`config.mk`:
```
export PLATFORM = sky130hd
export DESIGN_NAME = store_rmw_ctrl_flat
export DESIGN_NICKNAME = d
export VERILOG_FILES = /design/src/rtl/store_rmw_ctrl_pkg.sv /design/src/rtl/store_rmw_ctrl_if.sv /design/src/rtl/store_rmw_ctrl_merge.sv /design/src/rtl/store_rmw_ctrl.sv /design/src/flat_wrapper.sv
export SDC_FILE = /design/constraint.sdc
export NUM_CORES = 1
export LEC_CHECK = 0
export CORE_ASPECT_RATIO = 1.75
export CORE_MARGIN = 1
export CORE_UTILIZATION = 35
export CTS_CLUSTER_DIAMETER = 150
export DETAILED_ROUTE_END_ITERATION = 8
export GPL_TIMING_DRIVEN = 0
export PLACE_DENSITY = 0.7
export SLEW_MARGIN = 20
export SYNTH_ARGS = -nofsm -noshare
export SYNTH_HDL_FRONTEND = slang
export SYNTH_SLANG_ARGS = --single-unit
export TNS_END_PERCENT = 30
```
`constraint.sdc`:
```
create_clock -name clk -period 4.3 [get_ports clk]
set_input_delay 0.86 -clock clk [delete_from_list [all_inputs] [get_ports clk]]
set_output_delay 0.86 -clock clk [all_outputs]
set_load 0.01 [all_outputs]
```
`src/rtl/store_rmw_ctrl_pkg.sv`:
```
// Shared encodings, FSM states and read-latency limits for the store RMW sequencer.
// Imported by the merge unit and the controller.
package store_pkg;

  localparam logic [1:0] STORE_SB = 2'd0;
  localparam logic [1:0] STORE_SH = 2'd1;
  localparam logic [1:0] STORE_SW = 2'd2;

  localparam int RD_LAT_MIN = 1;
  localparam int RD_LAT_MAX = 3;
  localparam int RD_CNT_W   = 2;

  typedef enum logic [2:0] {
    ST_IDLE,
    ST_READ,
    ST_WAIT,
    ST_WRITE,
    ST_ERR
  } state_t;

  // Type 3 shares the SW rules because only bit 1 distinguishes full-word stores.
  function automatic logic misaligned(input logic [1:0] st_type, input logic [1:0] addr_low);
    logic bad;
    bad = 1'b0;
    if (st_type[1])
      bad = (addr_low != 2'd0);
    else if (st_type == STORE_SH)
      bad = addr_low[0];
    return bad;
  endfunction

endpackage

```
`src/rtl/store_rmw_ctrl_if.sv`:
```
// Store request handshake between the MEM stage (master) and the RMW controller (slave).
interface store_rmw_ctrl_if #(
  parameter int ADDR_W = 32
);
  logic              st_valid;
  logic              st_ready;
  logic [1:0]        st_type;
  logic [ADDR_W-1:0] st_addr;
  logic [31:0]       st_data;
  logic              st_done;
  logic              st_err;

  modport master (
    output st_valid, st_type, st_addr, st_data,
    input  st_ready, st_done, st_err
  );

  modport slave (
    input  st_valid, st_type, st_addr, st_data,
    output st_ready, st_done, st_err
  );
endinterface

```
`src/rtl/store_rmw_ctrl_merge.sv`:
```
// Lane merge of store data into a RAM word.
// Latency: combinational.
// Backpressure: none, pure function of its inputs.
module store_merge_unit
  import store_pkg::*;
(
  input  logic [31:0] buffer,
  input  logic [31:0] data,
  input  logic [1:0]  st_type,
  input  logic [1:0]  addr_low,
  output logic [31:0] merged
);

  always_comb begin
    merged = buffer;
    case (st_type)
      STORE_SB: begin
        case (addr_low)
          2'd0:    merged[7:0]   = data[7:0];
          2'd1:    merged[15:8]  = data[7:0];
          2'd2:    merged[23:16] = data[7:0];
          default: merged[31:24] = data[7:0];
        endcase
      end
      STORE_SH: begin
        if (addr_low[1])
          merged[31:16] = data[15:0];
        else
          merged[15:0]  = data[15:0];
      end
      default: merged = data;
    endcase
  end

endmodule

```
`src/rtl/store_rmw_ctrl.sv`:
```
// Serialising read-modify-write store sequencer in front of a word-wide data RAM.
// Latency: SW write at T+1, SB/SH write at T+2+RD_LAT, misaligned error at T+1.
// Backpressure: st_ready only in IDLE; one store in flight at a time.
module store_rmw_ctrl
  import store_pkg::*;
#(
  parameter int ADDR_W = 32,
  parameter int RD_LAT = 1
) (
  input  logic              clk,
  input  logic              rst,
  store_rmw_ctrl_if.slave   st,
  output logic [ADDR_W-3:0] ram_addr,
  output logic              ram_re,
  input  logic [31:0]       ram_rdata,
  output logic              ram_we,
  output logic [31:0]       ram_wdata
);

  // Out-of-range latencies clamp into the supported window.
  localparam int RD_LAT_C = (RD_LAT < RD_LAT_MIN) ? RD_LAT_MIN :
                            (RD_LAT > RD_LAT_MAX) ? RD_LAT_MAX : RD_LAT;

  state_t              state, state_nxt;
  logic [RD_CNT_W-1:0] rd_cnt, rd_cnt_nxt;
  logic [1:0]          cap_type;
  logic [ADDR_W-1:0]   cap_addr;
  logic [31:0]         cap_data;
  logic [31:0]         merge_buf;
  logic                accept;
  logic                buf_load;
  logic [31:0]         merged;

  always_ff @(posedge clk) begin
    if (rst) begin
      state     <= ST_IDLE;
      rd_cnt    <= '0;
      cap_type  <= '0;
      cap_addr  <= '0;
      cap_data  <= '0;
      merge_buf <= '0;
    end else begin
      state  <= state_nxt;
      rd_cnt <= rd_cnt_nxt;
      if (accept) begin
        cap_type <= st.st_type;
        cap_addr <= st.st_addr;
        cap_data <= st.st_data;
      end
      if (buf_load)
        merge_buf <= ram_rdata;
    end
  end

  always_comb begin
    state_nxt  = state;
    rd_cnt_nxt = rd_cnt;
    accept     = 1'b0;
    buf_load   = 1'b0;
    case (state)
      ST_IDLE: begin
        if (st.st_valid) begin
          accept = 1'b1;
          if (misaligned(st.st_type, st.st_addr[1:0]))
            state_nxt = ST_ERR;
          else if (st.st_type[1])
            state_nxt = ST_WRITE;
          else
            state_nxt = ST_READ;
        end
      end
      ST_READ: begin
        rd_cnt_nxt = RD_CNT_W'(RD_LAT_C);
        state_nxt  = ST_WAIT;
      end
      ST_WAIT: begin
        rd_cnt_nxt = rd_cnt - 2'd1;
        // Count of 1 marks the cycle the RAM word is on ram_rdata.
        if (rd_cnt == 2'd1) begin
          buf_load  = 1'b1;
          state_nxt = ST_WRITE;
        end
      end
      ST_WRITE: state_nxt = ST_IDLE;
      ST_ERR:   state_nxt = ST_IDLE;
      default:  state_nxt = ST_IDLE;
    endcase
  end

  store_merge_unit u_merge (
    .buffer   (merge_buf),
    .data     (cap_data),
    .st_type  (cap_type),
    .addr_low (cap_addr[1:0]),
    .merged   (merged)
  );

  assign st.st_ready = (state == ST_IDLE);
  assign st.st_done  = (state == ST_WRITE);
  assign st.st_err   = (state == ST_ERR);
  assign ram_re      = (state == ST_READ);
  assign ram_we      = (state == ST_WRITE);
  assign ram_addr    = cap_addr[ADDR_W-1:2];
  assign ram_wdata   = merged;

endmodule

```
`src/flat_wrapper.sv`:
```
// flat-port wrapper written by rule: the top's interface ports become plain ports
module store_rmw_ctrl_flat import store_pkg::*;
#(
  parameter int ADDR_W = 32,
  parameter int RD_LAT = 1
)
  (clk, rst, ram_addr, ram_re, ram_rdata, ram_we, ram_wdata, st_st_valid, st_st_type, st_st_addr, st_st_data, st_st_ready, st_st_done, st_st_err);
  store_rmw_ctrl_if #(.ADDR_W(ADDR_W)) st_i ();
  input  logic clk;
  input  logic rst;
  output logic [ADDR_W-3:0] ram_addr;
  output logic ram_re;
  input  logic [31:0] ram_rdata;
  output logic ram_we;
  output logic [31:0] ram_wdata;
  input wire logic [$bits(st_i.st_valid)-1:0] st_st_valid;
  input wire logic [$bits(st_i.st_type)-1:0] st_st_type;
  input wire logic [$bits(st_i.st_addr)-1:0] st_st_addr;
  input wire logic [$bits(st_i.st_data)-1:0] st_st_data;
  output wire logic [$bits(st_i.st_ready)-1:0] st_st_ready;
  output wire logic [$bits(st_i.st_done)-1:0] st_st_done;
  output wire logic [$bits(st_i.st_err)-1:0] st_st_err;
  assign st_i.st_valid = st_st_valid;
  assign st_i.st_type = st_st_type;
  assign st_i.st_addr = st_st_addr;
  assign st_i.st_data = st_st_data;
  assign st_st_ready = st_i.st_ready;
  assign st_st_done = st_i.st_done;
  assign st_st_err = st_i.st_err;
  store_rmw_ctrl #(.ADDR_W(ADDR_W), .RD_LAT(RD_LAT)) u_core (.clk(clk), .rst(rst), .st(st_i), .ram_addr(ram_addr), .ram_re(ram_re), .ram_rdata(ram_rdata), .ram_we(ram_we), .ram_wdata(ram_wdata));
endmodule
```
After elaboration in Yosys (flattened, before gate mapping). Cells that the tools add are included.

Equal/unequal tests: 11. Muxes and demuxes: 21. Reduce and logical (&&, ||, !) cells: 7. Add/sub/neg operators: 1.

Operator list (number): $pmux 32 s2 (1); $mux 16 (2); $mux 8 (4); $mux 3 (3); $pmux 3 s3 (1); $eq 2x1->1 const B (4); $mux 1 (8); $eq 3x2->1 const B (2); $logic_not 2->1 (2); $pmux 2 s2 (1); $reduce_bool 2->1 (2); $eq 3x1->1 const B (1); $eq 3x3->1 const B (1); $logic_not 3->1 (1); $reduce_or 3->1 (1); $eq 2x2->1 const B (1); $mux 2 (1); $ne 2x1->1 const B (1); $ne 2x2->1 const B (1); $reduce_and 2->1 (1); $sub 2x1->2 const B (1).

Word-level logic and storage cells: 46. Register bits: 103.

Depth between registers and ports, before layout.
Depth after elaboration: 8. Mapped depth: 7. Depth with buffers taken out: 5.

Cells and area by module. From an unflattened synthesis, not the netlist that was laid out.

Cell total of the unflattened synthesis: 602. Area total of the unflattened synthesis: 4845.9 um^2.

Modules (own cells, without submodules): store_rmw_ctrl (instances 1, cells each 492, area each 3920.0 um^2); store_merge_unit (instances 1, cells each 110, area each 925.9 um^2).

Worst setup path before layout. OpenSTA, ideal clock, no wires.

Path type: register to output. From: register u_core.cap_type[0]. To: output port ram_wdata[16]. Cell stages (with the launch flop): 6. Data required time: 3440 ps. Arrival time: 1410 ps. Setup slack: 2030 ps. Path through: dfxtp_1 > nand2b_1 > buf_2 > and2_1 > clkbuf_1 > o311ai_0.

Longest elaborated chain between the ends: 2.

RTL lines: start, declared (line store_rmw_ctrl.sv:26) `logic [1:0] cap_type;`; start signal, assigned (line store_rmw_ctrl.sv:46) `cap_type <= st.st_type;`; $eq 2x1->1 / $logic_not 2->1 (equally long branches) (line store_rmw_ctrl_merge.sv:16) `case (st_type)`; $pmux 32 s2 (*) (line store_rmw_ctrl_merge.sv:16); end, declared (line flat_wrapper.sv:15) `output logic [31:0] ram_wdata;`.

Mark *: on every way between the ends. The rest lies on a longest branch, timed or not.

Worst setup path in the final report.
From: register u_core.cap_type[0]. To: output port ram_wdata[19].

Same word-level chain as after synthesis.

==> results.json <==
{
  "status": "complete, no violations",
  "route.detailed.drc": 0,
  "max_cap_violations": 0,
  "timing.rr.start": "u_core.state[0]",
  "min_period_over_period_pct": 80.7,
  "criticalPathCategory": "reg -> out",
  "cts_inserted_buffers": 9,
  "cts_buffer_depth": 2,
  "cts_resized": 0,
  "cp_max_fo": 10,
  "worstPathRequired_ps": 3440,
  "end_kind": "primary output",
  "rows": 55,
  "fin_util_pct": 53.3,
  "synth_seq_cells": 103,
  "syn_area_um2": 4710,
  "diodes": 0,
  "totalNegativeSetupSlack_ps": 0,
  "gp_congestion": 0.913,
  "rsz0062_at_grt": "no",
  "worstMarginPinSlew_ps": 657,
  "crit_start": "u_core.cap_type[0]",
  "avgSynthCellArea_um2": 7.83,
  "finalSetupViolCount": 0,
  "io_pins": 168,
  "drt_pass1_iterations": 5,
  "drive_above_1_share_pct": 9.83,
  "worstRegToRegCells": 6,
  "postRouteAntennaNets": 0,
  "wl_um": 14800,
  "grt_max_degree": 17,
  "syn-instance-count": 602,
  "dieArea_um2": 14000,
  "max_freq_mhz": 288,
  "core_area_um2": 13000,
  "die_x_um": 89.7,
  "peakVddDrop_mv": 0.213,
  "power_density_nw_per_um2": 356,
  "r2r_slack_ps": 2620,
  "timing.rr.end": "u_core.merge_buf[20]",
  "grt_use_total_pct": 21.5,
  "start_util_pct": 36.2,
  "cts_setup_buffers": 0,
  "ys_seq_area_share_pct": 43.7,
  "vias": 4661,
  "cts_tree": "built",
  "clock_sinks": 103,
  "final-hold-violation-count": 0,
  "ys_types": 34,
  "worstPathArrival_ps": 2610,
  "synth_warnings": 0,
  "die_h_um": 156,
  "fin_skew_ps": 5.67,
  "clkTransAtPathRegs_ps": 70,
  "syn2layout_area_growth_pct": 47.0,
  "htree_levels": 3,
  "clk_latency_ps": 350,
  "p_leak_nw": 2.56,
  "via_per_inst": 4.89,
  "drt-initial-drc-count": 258,
  "synth.net_count": 704,
  "root_buffer": "clkbuf_16",
  "max_slew_margin_pct": 56.2,
  "port_buffers": 166,
  "min_path_type": "reg -> reg",
  "grt_overflow_total": 0,
  "hold_buffers": 0,
  "wl_per_cell_um": 15.5,
  "period_needed_ps": 3470,
  "grt_pass1_vias": 4825,
  "nets": 881,
  "crit_end": "ram_wdata[19]",
  "finalMaxSlewViolations": 0,
  "antenna_found_initial": 0,
  "grt_pass1_wl_um": 23600,
  "dpl.hpwl_um": 11800,
  "startpoint_type": "flop"
}
[worst max-delay path, cell delays in order, from the launching register on]
cell	delay, ps
dfxtp_1	390
nand2b_1	180
buf_2	180
and2_1	170
clkbuf_1	180
o311ai_0	530
clkdlybuf4s50_1	650
[layout by cell type (no fill, tap or decap), drive strengths merged]
master         count
o21ai              2
o311ai             8
nand4bb            1
nor3               3
clkinvlp           2
a311oi             1
and2               9
clkbuf            36
nand2            213
mux2               8
or4b               1
a211oi             1
ha                 1
or2                2
a221o              8
inv               12
a221oi             1
nand2b             2
a21oi            101
buf               52
nor3b              3
nand4b             8
o221ai             8
clkinv             1
nor2               2
a21o               3
nor4bb             2
nor4               1
bufinv             3
nor4b              2
mux2i             16
clkdlybuf4s50    166
dfxtp            103
nand3b             1
[synth_stat cells (all sizes together)]
master / instances / share of area [%]
a211oi: 1 / 0.16
a21o: 3 / 0.48
a21oi: 101 / 11
a221o: 8 / 1.7
a221oi: 1 / 0.19
a311oi: 1 / 0.19
and2: 9 / 1.2
buf: 52 / 7.8
clkbuf: 27 / 2.2
dfxtp: 103 / 44
ha: 1 / 0.27
inv: 12 / 0.96
mux2: 8 / 1.9
mux2i: 16 / 3.4
nand2: 213 / 17
nand2b: 2 / 0.27
nand3b: 1 / 0.16
nand4b: 8 / 1.5
nand4bb: 1 / 0.24
nor2: 2 / 0.16
nor3: 3 / 0.32
nor3b: 3 / 0.48
nor4: 1 / 0.27
nor4b: 2 / 0.69
nor4bb: 2 / 0.42
o21ai: 2 / 0.21
o221ai: 8 / 1.5
o311ai: 8 / 1.5
or2: 2 / 0.27
or4b: 1 / 0.21
[report_power, final]
part	internal [W]	switching (W)	total (W)
clock	0.000565	0.000360	0.000925
sequential	0.00101	0.0000469	0.00106
combinational	0.000264	0.000220	0.000484
[cell families (layout without fill, tap and decap cells)]
| logic type | Yosys count | count (layout) | synth area share [%] |
|---|---|---|---|
| DFF | 103 | 103 | 43.7 |
| adders and majority gates | 1 | 1 | 0.265 |
| muxes | 24 | 24 | 5.31 |
| buffers and inverters | 91 | 272 | 10.9 |
| and+or+nand+nor | 250 | 250 | 23.1 |
| AOI/OAI and AO/OA | 133 | 133 | 16.6 |
[metal layers]
layer  GRT usage, %  share of wire, %
met1           21.4                36
met2           40.9                55
met3           4.20               4.9
met4           12.7               4.4
met5              0                 0
[state kept, by name (all words and copies together), names as in the netlist]
signal	count
u_core.cap_addr	32
u_core.rd_cnt	2
u_core.state	3
u_core.merge_buf	32
u_core.cap_data	32
u_core.cap_type	2
[how the worst min path moves through the flow]
stage	start	cells past startpoint	slack [ps]	to
6_report	u_core.cap_addr[11]	2	460	u_core.cap_addr[11]
5_1_grt	u_core.cap_addr[4]	2	480	u_core.cap_addr[4]
4_1_cts	u_core.cap_data[22]	2	460	u_core.cap_data[22]
3_5_place_dp	u_core.cap_addr[27]	2	450	u_core.cap_addr[27]
3_3_place_gp	u_core.merge_buf[0]	2	440	u_core.merge_buf[0]
2_1_floorplan	u_core.merge_buf[0]	2	430	u_core.merge_buf[0]
[final cells by class]
type | count | area (um2)
Fill cell | 1222 | 6080
Multi-Input combinational cell | 408 | 2140
Sequential cell | 103 | 2060
Timing Repair Buffer | 166 | 1660
Buffer | 79 | 470
Clock buffer | 9 | 225
Tap cell | 171 | 214
Clock inverter | 6 | 110
Inverter | 12 | 45.0
[through the flow]
stage	worst slack [ps]	power, W	cell area, um2	hold WS, ps	cells
after floorplan	2030	0.00131	4710	434	602
after global placement	1340	0.00155	6590	440	939
after detailed placement	1290	0.00156	6590	448	939
after CTS	892	0.00248	6920	457	954
after global routing	813	0.00257	6930	478	954
final	832	0.00247	6930	456	954
(Power assumes the default switching activity.)
